[src/rtl/id_stage_seq.sv]
// Decode stage with ID/EXE register, write-through register file and a
// two-micro-op sequencer that splits long multiplies into lo/hi halves.
//
//   state  | meaning
//   IDLE   | normal decode; an issuing long multiply emits lo and freezes IF
//   HI     | long multiply lo has issued; hi issues next unless stalled/flushed
module id_stage_seq #(
    parameter int DATA_W         = 32,
    parameter bit LONG_MUL       = 1'b1,
    parameter bit REG_INIT_INDEX = 1'b1
) (
    input  logic              clk,
    input  logic              rst,
    input  logic [DATA_W-1:0] pc_in,
    input  logic [31:0]       instruction,
    input  logic              instr_valid,
    input  logic [3:0]        status,
    input  logic              hazard,
    input  logic              flush,
    input  logic              wb_wb_en,
    input  logic [3:0]        wb_dest,
    input  logic [DATA_W-1:0] wb_value,
    output logic [DATA_W-1:0] pc,
    output logic              valid,
    output logic              mem_r_en,
    output logic              mem_w_en,
    output logic              wb_en,
    output logic              status_w_en,
    output logic              branch_taken,
    output logic              imm,
    output logic [3:0]        exec_cmd,
    output logic [DATA_W-1:0] val_rn,
    output logic [DATA_W-1:0] val_rm,
    output logic [23:0]       signed_immed_24,
    output logic [11:0]       shift_operand,
    output logic [3:0]        dest,
    output logic              mul_hi,
    output logic [3:0]        rn,
    output logic [3:0]        src2,
    output logic              two_src,
    output logic              freeze
);

    localparam logic [0:0] S_IDLE = 1'b0;
    localparam logic [0:0] S_HI   = 1'b1;

    logic [0:0] state, state_nxt;

    logic [3:0] cond, opcode, rn_f, rd_f, rm_f;
    logic [1:0] mode;
    logic       i_bit, s_bit, is_lmul, is_store, cond_pass;
    logic       flag_n, flag_z, flag_c, flag_v;

    assign cond   = instruction[31:28];
    assign mode   = instruction[27:26];
    assign i_bit  = instruction[25];
    assign opcode = instruction[24:21];
    assign s_bit  = instruction[20];
    assign rn_f   = instruction[19:16];
    assign rd_f   = instruction[15:12];
    assign rm_f   = instruction[3:0];

    assign is_lmul  = (instruction[27:23] == 5'b00001) && (instruction[7:4] == 4'b1001);
    assign is_store = (mode == 2'b01) && !s_bit;

    assign rn      = is_lmul ? instruction[3:0] : rn_f;
    assign src2    = is_lmul ? instruction[11:8] : (is_store ? rd_f : rm_f);
    assign two_src = ~i_bit | is_store | is_lmul;

    assign {flag_n, flag_z, flag_c, flag_v} = status;

    always_comb begin
        cond_pass = 1'b0;
        case (cond)
            4'h0: cond_pass = flag_z;
            4'h1: cond_pass = !flag_z;
            4'h2: cond_pass = flag_c;
            4'h3: cond_pass = !flag_c;
            4'h4: cond_pass = flag_n;
            4'h5: cond_pass = !flag_n;
            4'h6: cond_pass = flag_v;
            4'h7: cond_pass = !flag_v;
            4'h8: cond_pass = flag_c && !flag_z;
            4'h9: cond_pass = !flag_c || flag_z;
            4'hA: cond_pass = (flag_n == flag_v);
            4'hB: cond_pass = (flag_n != flag_v);
            4'hC: cond_pass = !flag_z && (flag_n == flag_v);
            4'hD: cond_pass = flag_z || (flag_n != flag_v);
            4'hE: cond_pass = 1'b1;
            default: cond_pass = 1'b0;
        endcase
    end

    logic       d_valid, d_mem_r, d_mem_w, d_wb, d_sw, d_br, d_imm;
    logic [3:0] d_cmd;

    always_comb begin
        d_valid = 1'b0;
        d_mem_r = 1'b0;
        d_mem_w = 1'b0;
        d_wb    = 1'b0;
        d_sw    = 1'b0;
        d_br    = 1'b0;
        d_imm   = 1'b0;
        d_cmd   = 4'b0000;
        if (cond_pass) begin
            if (is_lmul) begin
                if (LONG_MUL) begin
                    d_valid = 1'b1;
                    d_cmd   = 4'b1010;
                    d_wb    = 1'b1;
                    d_sw    = s_bit;
                end
            end else begin
                case (mode)
                    2'b00: begin
                        d_valid = 1'b1;
                        d_wb    = 1'b1;
                        d_sw    = s_bit;
                        d_imm   = i_bit;
                        case (opcode)
                            4'b1101: d_cmd = 4'b0001;
                            4'b1111: d_cmd = 4'b1001;
                            4'b0100: d_cmd = 4'b0010;
                            4'b0101: d_cmd = 4'b0011;
                            4'b0010: d_cmd = 4'b0100;
                            4'b0110: d_cmd = 4'b0101;
                            4'b0000: d_cmd = 4'b0110;
                            4'b1100: d_cmd = 4'b0111;
                            4'b0001: d_cmd = 4'b1000;
                            4'b1010: begin
                                d_cmd = 4'b0100;
                                d_wb  = 1'b0;
                                d_sw  = 1'b1;
                            end
                            4'b1000: begin
                                d_cmd = 4'b0110;
                                d_wb  = 1'b0;
                                d_sw  = 1'b1;
                            end
                            default: begin
                                d_valid = 1'b0;
                                d_wb    = 1'b0;
                                d_sw    = 1'b0;
                                d_imm   = 1'b0;
                            end
                        endcase
                    end
                    2'b01: begin
                        d_valid = 1'b1;
                        d_cmd   = 4'b0010;
                        d_imm   = 1'b1;
                        d_mem_r = s_bit;
                        d_wb    = s_bit;
                        d_mem_w = !s_bit;
                    end
                    2'b10: begin
                        d_valid = 1'b1;
                        d_br    = 1'b1;
                    end
                    default: ;
                endcase
            end
        end
    end

    logic issue_lo;
    assign issue_lo = (state == S_IDLE) && d_valid && is_lmul && instr_valid && !hazard && !flush;
    assign freeze   = !rst && (issue_lo || ((state == S_HI) && hazard && !flush));

    logic       n_valid, n_mem_r, n_mem_w, n_wb, n_sw, n_br, n_imm, n_mul_hi;
    logic [3:0] n_cmd, n_dest;

    always_comb begin
        n_valid   = 1'b0;
        n_mem_r   = 1'b0;
        n_mem_w   = 1'b0;
        n_wb      = 1'b0;
        n_sw      = 1'b0;
        n_br      = 1'b0;
        n_imm     = 1'b0;
        n_mul_hi  = 1'b0;
        n_cmd     = 4'b0000;
        n_dest    = rd_f;
        state_nxt = state;
        if (state == S_HI) begin
            // IF holds the long multiply while in HI, so its fields are still on the input
            if (flush) begin
                state_nxt = S_IDLE;
            end else if (!hazard) begin
                n_valid   = 1'b1;
                n_cmd     = 4'b1011;
                n_wb      = 1'b1;
                n_sw      = s_bit;
                n_mul_hi  = 1'b1;
                n_dest    = rd_f + 4'd1;
                state_nxt = S_IDLE;
            end
        end else if (!flush && !hazard && instr_valid) begin
            n_valid = d_valid;
            n_mem_r = d_mem_r;
            n_mem_w = d_mem_w;
            n_wb    = d_wb;
            n_sw    = d_sw;
            n_br    = d_br;
            n_imm   = d_imm;
            n_cmd   = d_cmd;
            if (issue_lo) state_nxt = S_HI;
        end
    end

    logic [DATA_W-1:0] regs [16];
    logic [DATA_W-1:0] rd_rn, rd_src2;

    assign rd_rn   = (wb_wb_en && (wb_dest == rn))   ? wb_value : regs[rn];
    assign rd_src2 = (wb_wb_en && (wb_dest == src2)) ? wb_value : regs[src2];

    always_ff @(posedge clk) begin
        if (rst) begin
            for (int i = 0; i < 16; i++) begin
                regs[i] <= REG_INIT_INDEX ? DATA_W'(i) : '0;
            end
        end else if (wb_wb_en) begin
            regs[wb_dest] <= wb_value;
        end
    end

    always_ff @(posedge clk) begin
        if (rst) begin
            state           <= S_IDLE;
            pc              <= '0;
            valid           <= 1'b0;
            mem_r_en        <= 1'b0;
            mem_w_en        <= 1'b0;
            wb_en           <= 1'b0;
            status_w_en     <= 1'b0;
            branch_taken    <= 1'b0;
            imm             <= 1'b0;
            mul_hi          <= 1'b0;
            exec_cmd        <= 4'b0000;
            dest            <= 4'b0000;
            val_rn          <= '0;
            val_rm          <= '0;
            signed_immed_24 <= '0;
            shift_operand   <= '0;
        end else begin
            state           <= state_nxt;
            pc              <= pc_in;
            valid           <= n_valid;
            mem_r_en        <= n_mem_r;
            mem_w_en        <= n_mem_w;
            wb_en           <= n_wb;
            status_w_en     <= n_sw;
            branch_taken    <= n_br;
            imm             <= n_imm;
            mul_hi          <= n_mul_hi;
            exec_cmd        <= n_cmd;
            dest            <= n_dest;
            val_rn          <= rd_rn;
            val_rm          <= rd_src2;
            signed_immed_24 <= instruction[23:0];
            shift_operand   <= instruction[11:0];
        end
    end

endmodule

[config.mk]
export PLATFORM = sky130hd
export DESIGN_NAME = id_stage_seq
export DESIGN_NICKNAME = d
export VERILOG_FILES = /design/src/rtl/id_stage_seq.sv
export SDC_FILE = /design/constraint.sdc
export NUM_CORES = 1
export LEC_CHECK = 0
export CORE_MARGIN = 4
export CORE_UTILIZATION = 35
export DETAILED_ROUTE_END_ITERATION = 16
export GPL_TIMING_DRIVEN = 1
export PLACE_DENSITY = 0.49
export SYNTH_ARGS = -nofsm -noshare
export SYNTH_HDL_FRONTEND = slang
export SYNTH_SLANG_ARGS = --single-unit
[constraint.sdc]
create_clock -name clk -period 6.1 [get_ports clk]
set_clock_uncertainty 0.1 [all_clocks]
set_input_delay 1.22 -clock clk [delete_from_list [all_inputs] [get_ports clk]]
set_output_delay 1.22 -clock clk [all_outputs]
set_load 0.02 [all_outputs]
==> run_results.csv <==
group,metric,value,unit
cts,cts_tree,"done",
synthesis,synth_seq_cells,649,
setup_path,critical_path.startpoint_type,"primary input",
hold_path,hold_end,"status_w_en",
place,port_buffers,267,
cells_and_area,area_growth,20.0,%
sta,relSlewSlack,0.133,
flow_run,maxCapViolations,0,
sta,fin_setup_tns,0,ns
synthesis,synth_ff_type,"edfxtp_1",
place,place_area,0.0367,mm²
setup_path,crit_top_cell,"clkdlybuf4s50_1",
cts,ctsResizeCount,0,
floorplan,pin_count,268,
place,post-place-ws,0.428,ns
grt,antenna_found_initial,8,
cells_and_area,drive_above_1_share,0.114,
sta,final-hold-violation-count,0,
drt,detail-route-antenna-nets,0,
floorplan,die_x,313,µm
pwr,vdd_drop_max,0.211,mV
synthesis,syn-cell-area,0.0326,mm²
setup_path,cp.required,4.78,ns
sta,finalSetupViolCount,0,
cells_and_area,seq_area,0.0181,mm²
cts,cts_setup_buffers,0,
drt,wl_per_cell,30.9,µm
cts,h-tree-depth,3,
setup_path,crit_path_end_kind,"output pin",
grt,grt_max_degree,96,
floorplan,num_rows,111,
drt,viasPerCell,5.84,
sta,fin_crit,5.66,ns
cts,clkLatencyLatePin,0.65,ns
cts,cts-buffers-inserted,78,
sta,fin_crit_sh,0.929,
cells_and_area,fin_area,0.0392,mm²
drt,dr_total_vias,25000,
cts,cts_root_buffer,"clkbuf_16",
floorplan,core,0.0921,mm²
setup_path,worstReg2RegStart,"regs[4][2]",
synthesis,seq_area_frac_synth,0.555,
cts,ctsLongestPathBuffers,3,
synthesis,synth_area_leaders,"edfxtp_1, and2_1, dfxtp_1, mux2i_1, mux4_2",
cells_and_area,final_cells,4286,
setup_path,reg2reg_slack,4.22,ns
cells_and_area,multiInputGateArea,0.0134,mm²
place,dp_hpwl,75100,µm
sta,rsz0062_at_grt,"false",
pwr,power_density,287,mW/mm²
floorplan,die_y,313,µm
synthesis,yosys.cell_types.count,69,
synthesis,ys_top_cells_by_count,"edfxtp_1, and2_1, mux2i_1",
setup_path,critPathKind,"in2out",
grt,grt_usage,0.262,
sta,fin_ws,0.435,ns
hold_path,hp-class,"reg2reg",
hold_path,hold_depth,2,
drt,drt_iter0_drc,2787,
drt,wl_met1,56600,µm
hold_path,worstHoldStart,"state",
drt,drt-total-wl,132000,µm
synthesis,synth_fp_nets,2919,
synthesis,netlist.area_leader.share,0.471,
pwr,power.leakage,14.2,nW
grt,grt_pass1_vias,24500,
grt,grt_pass1_wl,186000,µm
setup_path,crit_arrival,4.34,ns
drt,drc,0,
synthesis,synthCells,2804,
synthesis,yosysMostFrequentCell,"edfxtp_1",
cells_and_area,fin_nets,3084,
drt,drt_pre_antenna_iters,5,
setup_path,path_cells,"clkdlybuf4s50_1 > inv_1 > ha_1 > nand2b_1 > mux2_2 > a21oi_1 > clkinv_2 > clkdlybuf4s50_1",
drt,met2WireLength,59500,µm
place,place_inst,4132,
setup_path,critical_path.top_delay_family,"buffers and inverters",
setup_path,rr_worst_depth,5,
sta,drv_slew,0,
synthesis,synth_edf_count,512,
setup_path,cpMaxStageDelayCell,"clkdlybuf4s50_1",
setup_path,critPathMaxStageDelay,0.75,ns
sta,worst_slew_pin_slew,1.30,ns
setup_path,worstPathMaxFanout,7,
grt,gr-total-overflow,0,
cts,holdBufCountCts,0,
synthesis,synth_top_cell_by_area,"edfxtp_1",
setup_path,cp_num_buf_inv,4,
drt,route.top_layer_used,"met5",
place,gp_congestion,0.857,
status,outcome,"complete, no violations",
synthesis,async_flop_share,0,
cts,clkTransAtPathRegs,0.05,ns
drt,met3_length,11600,µm
setup_path,rr_endpoint,"val_rn[2]",
cells_and_area,fill_cells,8527,
synthesis,yosysWarningCount,0,
cts,cts.sinks,649,
floorplan,start_util,0.354,
synthesis,avgSynthCellArea,11.6,µm²
floorplan,die_area,0.0982,mm²
sta,max_freq,177,MHz
-- cells by family (layout without fill, tap and decap cells) --
kind of cell	count (synthesis)	after routing	synth area share
AO/OA/AOI/OAI	415	415	0.0930
flip-flops	649	649	0.555
multiplexers	289	289	0.115
other	0	9	0
AND/OR/NAND/NOR	1133	1133	0.192
buffers and inverters	302	532	0.0406
XOR/XNOR	11	11	0.00295
adder cells (fa/ha/maj)	5	5	0.00192
-- how the worst max path moves through the flow --
stage | from | end | slack [ns] | cells after the start
after CTS | instruction[27] | src2[1] | 0.42 | 8
after global placement | instruction[27] | src2[1] | 0.43 | 8
after global routing | instruction[27] | src2[1] | 0.23 | 8
final | instruction[27] | src2[1] | 0.44 | 8
after floorplan | instruction[30] | freeze | 1.60 | 7
after detailed placement | instruction[27] | src2[1] | 0.43 | 8
-- power by group --
part,switching [mW],leakage (nW),internal (mW)
registers,0.145,6.04,5.04
logic,0.943,7.01,0.583
clock network,1.94,1.20,2.58
total,3.03,14.2,8.21
-- sequential cells by signal (all words and copies together), names as in the netlist, 4 cells and up --
signal,cells
regs,512
pc,32
val_rm,32
val_rn,32
signed_immed_24,24
dest,4
exec_cmd,4
-- placed cells by master (no fill, tap or decap), types with 12 or more instances in the layout --
cell type        instances
dfxtp_1                137
a21oi_1                 21
clkbuf_1                26
and2_1                 480
nand4_1                 14
buf_12                  15
a31oi_1                 12
buf_4                   76
a311oi_1                43
nand3_1                 45
a32oi_1                 19
clkbuf_16               83
o22ai_1                 92
or3_1                   32
nor3_1                  36
nand2_1                208
o21ai_0                 22
clkdlybuf4s50_1        266
nand2b_1                13
nor2_1                  91
clkinv_2                21
inv_1                   24
nor4_1                  25
and3_1                  78
edfxtp_1               512
a21boi_0                13
mux4_2                  65
nor2b_1                 53
a211oi_1               134
nor2_2                  12
a2111oi_0               20
or2_2                   15
mux2i_1                211
-- layout make-up --
class	count	area share
inverter	29	0.00297
clock buffer	116	0.0580
clock inverter	29	0.00434
antenna	9	0.000575
sequential	649	0.462
timing repair buffer	358	0.0905
multi-input combinational	1853	0.342
tap	1243	0.0397
-- layer usage --
metal,track usage,vias up
met3,0.0514,249
met1,0.365,12800
li1,-,10700
met2,0.411,1318
met4,0.0913,6
met5,0,-
-- stage by stage --
stage	hold slack [ns]	utilization	power, mW
finish	0.458	0.425	11.2
global route	0.528	0.425	11.6
CTS	0.467	0.425	11.3
detailed placement	0.461	0.399	6.79
global placement	0.441	0.399	6.77
floorplan	0.387	-	6.05
-- worst reg2reg max path, stage by stage (launching register included) --
cell      delay (ns)
edfxtp_1        0.36
and3_1          0.15
a211oi_1        0.05
nor4_1          0.32
a21boi_1        0.12
a211oi_1        0.60
No activity file was read; power rests on OpenSTA's default activity.
